File: src/rtl/nx_indirect_access_table.sv
// nx_indirect_access_table
//
// Flop-based table that answers the indirect access controller and also serves a
// datapath read port. The software side and the datapath side share one
// combinational arbiter. Software wins over the datapath only while `yield` is high.
//
// Optional feature macro: NX_IA_TABLE_COMPARE_EN
//   When defined, the table builds per-entry valid bits and a two-stage compare
//   pipeline. When undefined, sw_match and sw_aindex are tied to 0. A compare is
//   still granted in that case, but it does nothing.
//
// Ports
//   clk, rst_n            clock, asynchronous active-low reset
//   sw_cs/ce/we           controller request, compare and write qualifiers
//   sw_add, sw_wdat       software address, write data / compare key
//   reset                 controller init sweep: writes leave entries invalid
//   yield                 controller takes priority over the datapath port
//   grant                 software access accepted (combinational)
//   sw_rdat               read data, valid the cycle after grant
//   sw_match, sw_aindex   compare hit and lowest hit index, valid 2 cycles after grant
//   hw_rd, hw_addr        datapath read request and address
//   hw_gnt                datapath read accepted (combinational)
//   hw_rdata              datapath read data, valid the cycle after hw_gnt
module nx_indirect_access_table #(
  parameter int unsigned N_ENTRIES   = 32,
  parameter int unsigned N_DATA_BITS = 96,
  parameter int unsigned N_ADDR_BITS = 9
) (
  input  logic                   clk,
  input  logic                   rst_n,
  input  logic                   sw_cs,
  input  logic                   sw_ce,
  input  logic                   sw_we,
  input  logic [N_ADDR_BITS-1:0] sw_add,
  input  logic [N_DATA_BITS-1:0] sw_wdat,
  input  logic                   reset,
  input  logic                   yield,
  output logic                   grant,
  output logic [N_DATA_BITS-1:0] sw_rdat,
  output logic                   sw_match,
  output logic [7:0]             sw_aindex,
  input  logic                   hw_rd,
  input  logic [N_ADDR_BITS-1:0] hw_addr,
  output logic                   hw_gnt,
  output logic [N_DATA_BITS-1:0] hw_rdata
);

  localparam int unsigned IdxW = $clog2(N_ENTRIES);

  logic [N_DATA_BITS-1:0] mem_q [N_ENTRIES];
  logic [N_DATA_BITS-1:0] sw_rdat_q, hw_rdata_q;
  logic [N_DATA_BITS-1:0] sw_mem_rd, hw_mem_rd;
  logic [IdxW-1:0]        sw_idx, hw_idx;
  logic                   sw_in_range, hw_in_range;
  logic                   sw_wr, sw_rd;

  assign grant  = sw_cs & (~hw_rd | yield);
  assign hw_gnt = hw_rd & ~(sw_cs & yield);

  assign sw_in_range = 32'(sw_add) < N_ENTRIES;
  assign hw_in_range = 32'(hw_addr) < N_ENTRIES;
  assign sw_idx      = sw_add[IdxW-1:0];
  assign hw_idx      = hw_addr[IdxW-1:0];

  // Out-of-range reads return 0 instead of aliasing onto a low entry.
  assign sw_mem_rd = sw_in_range ? mem_q[sw_idx] : '0;
  assign hw_mem_rd = hw_in_range ? mem_q[hw_idx] : '0;

  // sw_ce has priority over sw_we, so a compare with sw_we set never writes.
  assign sw_wr = grant & sw_we & ~sw_ce & sw_in_range;
  assign sw_rd = grant & ~sw_we & ~sw_ce;

  always_ff @(posedge clk or negedge rst_n) begin
    if (!rst_n) begin
      for (int i = 0; i < int'(N_ENTRIES); i++) begin
        mem_q[i] <= '0;
      end
    end else if (sw_wr) begin
      mem_q[sw_idx] <= sw_wdat;
    end
  end

  always_ff @(posedge clk or negedge rst_n) begin
    if (!rst_n) begin
      sw_rdat_q  <= '0;
      hw_rdata_q <= '0;
    end else begin
      if (sw_rd)  sw_rdat_q  <= sw_mem_rd;
      if (hw_gnt) hw_rdata_q <= hw_mem_rd;
    end
  end

  assign sw_rdat  = sw_rdat_q;
  assign hw_rdata = hw_rdata_q;

`ifdef NX_IA_TABLE_COMPARE_EN
  logic [N_ENTRIES-1:0] valid_q;
  logic [N_ENTRIES-1:0] hit_d, hit_q;
  logic                 sw_cmp;
  logic                 cmp_vld_q;
  logic                 match_q;
  logic [7:0]           aindex_d, aindex_q;

  assign sw_cmp = grant & sw_ce;

  always_ff @(posedge clk or negedge rst_n) begin
    if (!rst_n) begin
      valid_q <= '0;
    end else if (sw_wr) begin
      valid_q[sw_idx] <= ~reset;
    end
  end

  always_comb begin
    hit_d = '0;
    for (int i = 0; i < int'(N_ENTRIES); i++) begin
      hit_d[i] = valid_q[i] & (mem_q[i] == sw_wdat);
    end
  end

  // Scan downward so that the lowest set index is the one that sticks.
  always_comb begin
    aindex_d = '0;
    for (int i = int'(N_ENTRIES) - 1; i >= 0; i--) begin
      if (hit_q[i]) aindex_d = 8'(i);
    end
  end

  // Stage 1 captures the hit vector. Stage 2 reduces it. cmp_vld_q tracks
  // which stage-1 contents belong to a real compare, so results hold otherwise.
  always_ff @(posedge clk or negedge rst_n) begin
    if (!rst_n) begin
      hit_q     <= '0;
      cmp_vld_q <= 1'b0;
      match_q   <= 1'b0;
      aindex_q  <= '0;
    end else begin
      cmp_vld_q <= sw_cmp;
      if (sw_cmp) hit_q <= hit_d;
      if (cmp_vld_q) begin
        match_q  <= |hit_q;
        aindex_q <= aindex_d;
      end
    end
  end

  assign sw_match  = match_q;
  assign sw_aindex = aindex_q;
`else
  logic unused_reset;
  assign unused_reset = reset;

  assign sw_match  = 1'b0;
  assign sw_aindex = '0;
`endif

endmodule
File: config.mk
export PLATFORM = sky130hd
export DESIGN_NAME = nx_indirect_access_table
export DESIGN_NICKNAME = d
export VERILOG_FILES = /design/src/rtl/nx_indirect_access_table.sv
export SDC_FILE = /design/constraint.sdc
export NUM_CORES = 2
export LEC_CHECK = 0
export CAP_MARGIN = 20
export CORE_MARGIN = 2
export CORE_UTILIZATION = 50
export DETAILED_ROUTE_END_ITERATION = 12
export GPL_ROUTABILITY_DRIVEN = 0
export GPL_TIMING_DRIVEN = 0
export PLACE_DENSITY_LB_ADDON = 0.1
export REMOVE_ABC_BUFFERS = 1
export SETUP_SLACK_MARGIN = 0.3
export SYNTH_ARGS = -nofsm -noshare
export SYNTH_HDL_FRONTEND = slang
export SYNTH_SLANG_ARGS = --single-unit
File: constraint.sdc
create_clock -name clk -period 2.15 [get_ports clk]
set_input_delay 0.3225 -clock clk [delete_from_list [all_inputs] [get_ports clk]]
set_output_delay 0.3225 -clock clk [all_outputs]
set_load 0.03 [all_outputs]
# Word-level counts from Yosys, hierarchy flattened
# Cells that the tools add are included.
[op_classes] n_div=0 mul=0 n_lt_le_gt_ge=5 muxes=11 shifts=0 reduce_logical=1 n_addsub=0 bitwise=15 eq_ne=0
[ops] cell="3072-bit bitwise mux" n=1
[ops] cell="96-bit binary-select mux with 5-bit select" n=2
[ops] cell="96-bit two-way mux" n=7
[ops] cell="96-bit demux with 5-bit select" n=1
[ops] cell="9-bit by 6-bit less-than comparator with 1-bit output, second input constant" n=2
[ops] cell="6-bit >= comparator, second input constant" n=2
[ops] cell="5-bit inverter with 6-bit output" n=2
[ops] cell="1-bit AND" n=8
[ops] cell="6-bit by 1-bit less-than comparator with 1-bit output, second input constant" n=1
[ops] cell="1-bit inverter" n=4
[ops] cell="1-bit logical AND" n=1
[ops] cell="1-bit OR" n=1
[totals] latch_bits=0 mem_count=0 regBits=3264 out_inout_bits=203 mem_bits_ro=0 elab_cells=66 ramBits=0

# Longest topological paths before layout
[logic_depth] word_depth=6 mapped_depth=9 mapped_depth_nobuf=5

# Worst setup path after synthesis
# OpenSTA, ideal clock, no wires.
[synth_timing] path_type="in2reg" startpoint="input sw_add[0]" endpoint="register sw_rdat_q[94] (netlist: sw_rdat[94])" slack_ns=-0.173 setup_time_ns=0.121 t_arrival_ns=2.202 n_path_buf=3 cell_stages=7 path_cell_list="buf_2 > buf_2 > buf_1 > mux4_2 > a22oi_1 > nand4_1 > a22o_1"
[synth_between] elab_chain_len=5 elab_cells_between_ends=6 classes_between="order compare: 1; mux: 4; bitwise: 1"
[synth_rtl] item="from (decl)" line_no="34" source="input logic [N_ADDR_BITS-1:0] sw_add,"
[synth_rtl] item="5-bit inverter with 6-bit output (implied by the code)" line_no="66" source="assign sw_mem_rd = sw_in_range ? mem_q[sw_idx] : '0;"
[synth_rtl] item="96-bit binary-select mux with 5-bit select" line_no="66"
[synth_rtl] item="96-bit two-way mux (implied by the code) (2 in series)" line_no="66"
[synth_rtl] item="96-bit two-way mux (*)" line_no="66"
[synth_rtl] item="to (signal assigned)" line_no="88" source="if (sw_rd) sw_rdat_q <= sw_mem_rd;"
[synth_rtl] item="to (decl)" line_no="51" source="logic [N_DATA_BITS-1:0] sw_rdat_q, hw_rdata_q;"
# Mark *: on every way between the ends. The rest lies on a longest branch, timed or not. The select of a mux whose other input is x is not followed.
# A chain may end at the register's enable or synchronous reset.

# Worst setup path in the final report
[layout_timing] startpoint="input sw_add[3]" endpoint="register mem_q[698] in the netlist's numbering"
[layout_between] elab_chain_len=6 elab_cells_between_ends=9 classes_between="order compare: 3; mux: 3; bitwise: 2; reduce/logical: 1"
[layout_rtl] item="5-bit inverter with 6-bit output (implied by the code)" line_no="79" source="mem_q[sw_idx] <= sw_wdat;"
[layout_rtl] item="6-bit >= comparator (implied by the code) or 6-bit by 1-bit less-than comparator with 1-bit output (tied branches)" line_no="79"
[layout_rtl] item="1-bit logical AND (implied by the code)" line_no="79"
[layout_rtl] item="96-bit two-way mux (implied by the code)" line_no="79"
[layout_rtl] item="96-bit demux with 5-bit select" line_no="79"
[layout_rtl] item="3072-bit bitwise mux" line_no="79"
[layout_rtl] item="to (signal, indexed assignment)" line_no="79"
[layout_rtl] item="to (decl)" line_no="50" source="logic [N_DATA_BITS-1:0] mem_q [N_ENTRIES];"
# Several ways; a longest one is shown, not always the timed one.

==> PnR_summary.wiki <==
{| class="wikitable"
! Metric !! Value
|-
| Synthesized netlist cell count || 11230
|-
| Number of design-rule violations left by the first detailed-router iteration || 12930
|-
| Max incr delay on CP || 0.39 ns
|-
| First-pass GRT wire length || 897000 um
|-
| FFs w/ async S/R, synth || 100.0%
|-
| Xor and xnor fraction of the mapped netlist area || 0%
|-
| Top FF cell, synth || sky130_fd_sc_hd__dfrtp_1
|-
| Placeable core region || 0.3329 sq mm
|-
| Post-layout nets || 12020
|-
| Antenna violation net count after detailed routing || 0
|-
| Port bufs || roughly 310
|-
| Vias in the first global route || 118400
|-
| Routed via count divided by cell count || 7.030
|-
| Global route total overflow || 0
|-
| Worst setup EP type || flop
|-
| Smallest setup slack after layout || -0.2103 ns
|-
| Combinational family with the most area after synthesis || multiplexers
|-
| Cell seen most often among critical-path stages || sky130_fd_sc_hd__buf_8
|-
| Pre-CTS setup slack || -4.569 ns
|-
| Clock insertion delay at the later pin of the skew report || between 0.9 and 1 ns
|-
| Reg-to-reg slack, setup || 0.13 ns
|-
| Layout overhead on the synthesized area || 22.71%
|-
| Post-Synthesis Cell Area || 0.1668 sq mm
|-
| Per-cell routed wire length || 39.35 um
|-
| Hold bufs inserted after CTS || 2
|-
| Critical Path AT || 3.17 ns
|-
| R2r endpoint || sw_rdat[64]
|-
| Hold Violations, Final || 636
|-
| Number of buffers on the longest clock path || 4
|-
| Proportion of netlist area held by the largest area contributor || 48.96%
|-
| Unrepaired setup endpoints after global routing || true
|-
| Worst setup path category || primary input to flop
|-
| Die outline height || 581.7 um
|-
| Share of post-route cells with drive strength above 1 || 50.82%
|-
| Warnings, synthesis || 0
|-
| Outcome || finished, violations left
|-
| CTS H-tree lvls || 5
|-
| Sum of negative setup slack || -26.47 ns
|-
| Maximum capacitance violations || 0
|-
| Total clock buffers created by CTS || 362
|-
| Post-route DRC || 0
|-
| Number of max-slew violations in the final report || 0
|-
| Sequential fraction of the synthesis area || 48.96%
|-
| Clock root buffer || sky130_fd_sc_hd__clkbuf_16
|-
| Clock-pin slew reported for the worst setup and hold paths after clock tree synthesis || 0.06 ns
|-
| Slew Limit Headroom || about 22%
|-
| Share of the clock period used by the worst path || 109.8%
|-
| Number of filler cells placed in the layout || 24330
|-
| Static power due to leakage || 96.18 nW
|-
| Clock sink count || 3264
|-
| Final core utilization || between 60% and 70%
|-
| Boundary pin count || between 300 and 400
|-
| Largest net degree at the start of global routing || 188
|-
| Synthesized area divided by synthesized cell count || 14.86 sq um
|-
| Half-perimeter wire length after detailed placement || 385400 um
|-
| Type of element launching the critical path || primary input
|-
| Critical Path, Cell by Cell || buf_4 -> and3b_4 -> buf_16 -> buf_16 -> nand4_1 -> buf_6 -> buf_12 -> buf_8 -> buf_8 -> buf_8 -> mux2_2
|-
| Library cell with the largest summed area after synthesis || sky130_fd_sc_hd__dfrtp_1
|-
| Min cycle time layout || between 2 and 2.5 ns
|-
| Yosys cell types || 39
|-
| Slowest cell on the critical path || sky130_fd_sc_hd__buf_4
|-
| Global-route usage over all layers || 36.90%
|-
| Adder-Cell Fraction of Synth Area || 0%
|-
| Power per unit of standard cell area || 673.7 mW/mm^2
|-
| Layout Skew || 0.03493 ns
|-
| Area fraction in compound gates after synthesis || 5.173%
|-
| Reg-to-reg critical path startpoint || mem_q[1984]
|-
| Final wirelength || 653500 um
|-
| Setup violation total in the final timing report || 469
|-
| Post-synthesis simple-gate area fraction || between 1.5 and 2%
|-
| Fin Hold WS || -0.6658 ns
|-
| Worst hold path class || primary input to async pin
|-
| Actual transition at the worst max-transition pin || 1.161 ns
|-
| Number of antenna violations at the first check in global routing || 50
|-
| Count of state elements after synthesis || 3264
|-
| Maximum clock rate || around 0.42 GHz
|-
| Die width || 581.7 um
|-
| Mux contribution to synthesized area || 40.92%
|-
| 1st-pass router iterations || 7
|-
| Vias || 116700
|-
| Worst R2R Path Depth || 4
|-
| Clock tree from TritonCTS || yes
|-
| Largest fanout on the critical path || 22
|-
| Number of placement rows || 212
|-
| Initial Util || 50.12%
|-
| Number of synthesized flops with an enable pin || 0
|-
| Data required time at the worst endpoint || 2.96 ns
|-
| Max IR drop VDD || approximately 670 uV
|-
| Cells taking the most area after synthesis || sky130_fd_sc_hd__dfrtp_1, sky130_fd_sc_hd__mux2_2, sky130_fd_sc_hd__mux4_2
|-
| Violations in the final reports || negative hold slack, negative setup slack
|-
| Die Footprint || 0.3383 sq mm
|}
## metal layers
| layer | track usage [%] | up-vias | share of wire, % |
|---|---|---|---|
| li1 | - | 45190 | - |
| met1 | 48.85 | 62550 | 37 |
| met2 | 57.41 | 6917 | 46 |
| met3 | 8.011 | 2057 | 10 |
| met4 | 19.21 | 28 | 6.5 |
| met5 | 0 | - | 0.025 |
## cell type report
| cell class | count | area, sq um | area share (%) |
|---|---|---|---|
| Clock inverter | 117 | 1413 | 0.6900 |
| Tap cell | 4387 | 5489 | 2.681 |
| Antenna cell | 31 | 77.57 | 0.03789 |
| Sequential cell | 3264 | 81710 | 39.91 |
| Inverter | 2 | 7.507 | 0.003667 |
| Clock buffer | 536 | 10830 | 5.288 |
| Multi-Input combinational cell | 6719 | 80630 | 39.38 |
| Timing Repair Buffer | 1551 | 24570 | 12.00 |
## logic make-up (layout without fill, tap and decap cells)
family                 after synthesis  count (layout)
and+or+nand+nor                    556             564
AOI/OAI and AO/OA                 1150            1150
other                                1              40
DFF                               3264            3264
muxes                             4996            4996
buffers and inverters             1263            2206
## flip-flops by register name (all words and copies together) (netlist names)
signal	cells
mem_q	3072
sw_rdat	96
hw_rdata	96
## through the flow
stage | power, mW | instances | hold slack, ns | area, sq um
floorplan | 65.80 | 9977 | 0.02691 | 161600
global placement | 72.50 | 14680 | 0.4623 | 170200
detailed placement | 72.31 | 15340 | 0.4571 | 183100
CTS | 137.6 | 16300 | -0.6887 | 200500
global route | 141.5 | 16600 | -0.6327 | 204700
finish | 137.9 | 16610 | -0.6658 | 204700
## placed cells by master (no fill, tap or decap), types with 146 or more instances in the layout
master | Yosys | routed
sky130_fd_sc_hd__clkbuf_16 | 0 | 426
sky130_fd_sc_hd__o22ai_1 | 384 | 384
sky130_fd_sc_hd__buf_4 | 23 | 354
sky130_fd_sc_hd__a22oi_1 | 384 | 379
sky130_fd_sc_hd__buf_16 | 0 | 278
sky130_fd_sc_hd__mux2_2 | 3032 | 2977
sky130_fd_sc_hd__nor3_1 | 288 | 278
sky130_fd_sc_hd__mux2i_1 | 772 | 772
sky130_fd_sc_hd__mux4_2 | 1152 | 1152
sky130_fd_sc_hd__dfrtp_1 | 3264 | 3239
sky130_fd_sc_hd__a22o_1 | 286 | 286
sky130_fd_sc_hd__buf_12 | 0 | 255
sky130_fd_sc_hd__buf_6 | 5 | 146
## how the worst max path moves through the flow
stage	startpoint	endpoint	slack [ns]	cells past startpoint
3_5_place_dp	sw_add[0]	mem_q[1552]	-4.57	15
2_1_floorplan	sw_add[4]	mem_q[2592]	-10.02	3
4_1_cts	sw_add[0]	mem_q[1307]	-0.006	15
5_1_grt	sw_add[0]	mem_q[1722]	-0.1	15
3_3_place_gp	sw_add[0]	mem_q[375]	-236.25	3
6_report	sw_add[3]	mem_q[698]	-0.21	11
## power by group
part           switching (mW)  internal (mW)  total [mW]
Combinational            7.18           3.69        10.9
Sequential              0.314           61.8        62.2
Clock                    26.6           38.3        64.9
Total                    34.1            104         138
## cell usage after synthesis, types with 13 or more instances
cell type and count:
sky130_fd_sc_hd__a22o_1 286, sky130_fd_sc_hd__a22oi_1 384, sky130_fd_sc_hd__buf_1 76, sky130_fd_sc_hd__buf_2 361, sky130_fd_sc_hd__buf_4 23, sky130_fd_sc_hd__clkbuf_1 795
sky130_fd_sc_hd__dfrtp_1 3264, sky130_fd_sc_hd__mux2_1 40, sky130_fd_sc_hd__mux2_2 3032, sky130_fd_sc_hd__mux2i_1 772, sky130_fd_sc_hd__mux4_2 1152, sky130_fd_sc_hd__nand2_1 109
sky130_fd_sc_hd__nand4_1 110, sky130_fd_sc_hd__nor3_1 288, sky130_fd_sc_hd__nor3_2 13, sky130_fd_sc_hd__o22ai_1 384, sky130_fd_sc_hd__o41ai_1 96
## worst max-delay path: cells and delay by family
kind	cells	cell delay, ns
muxes	1	0.28
and+or+nand+nor	2	0.61
buffers and inverters	8	1.83
## timing repair
item                        CTS  global route
resized for setup           731           214
setup endpoints to repair  5132          3915
hold endpoints to repair    639           470
pin swaps                    37            17
setup buffers               229           215
gates cloned                 72            47
Power figures use the tool's default switching activity.
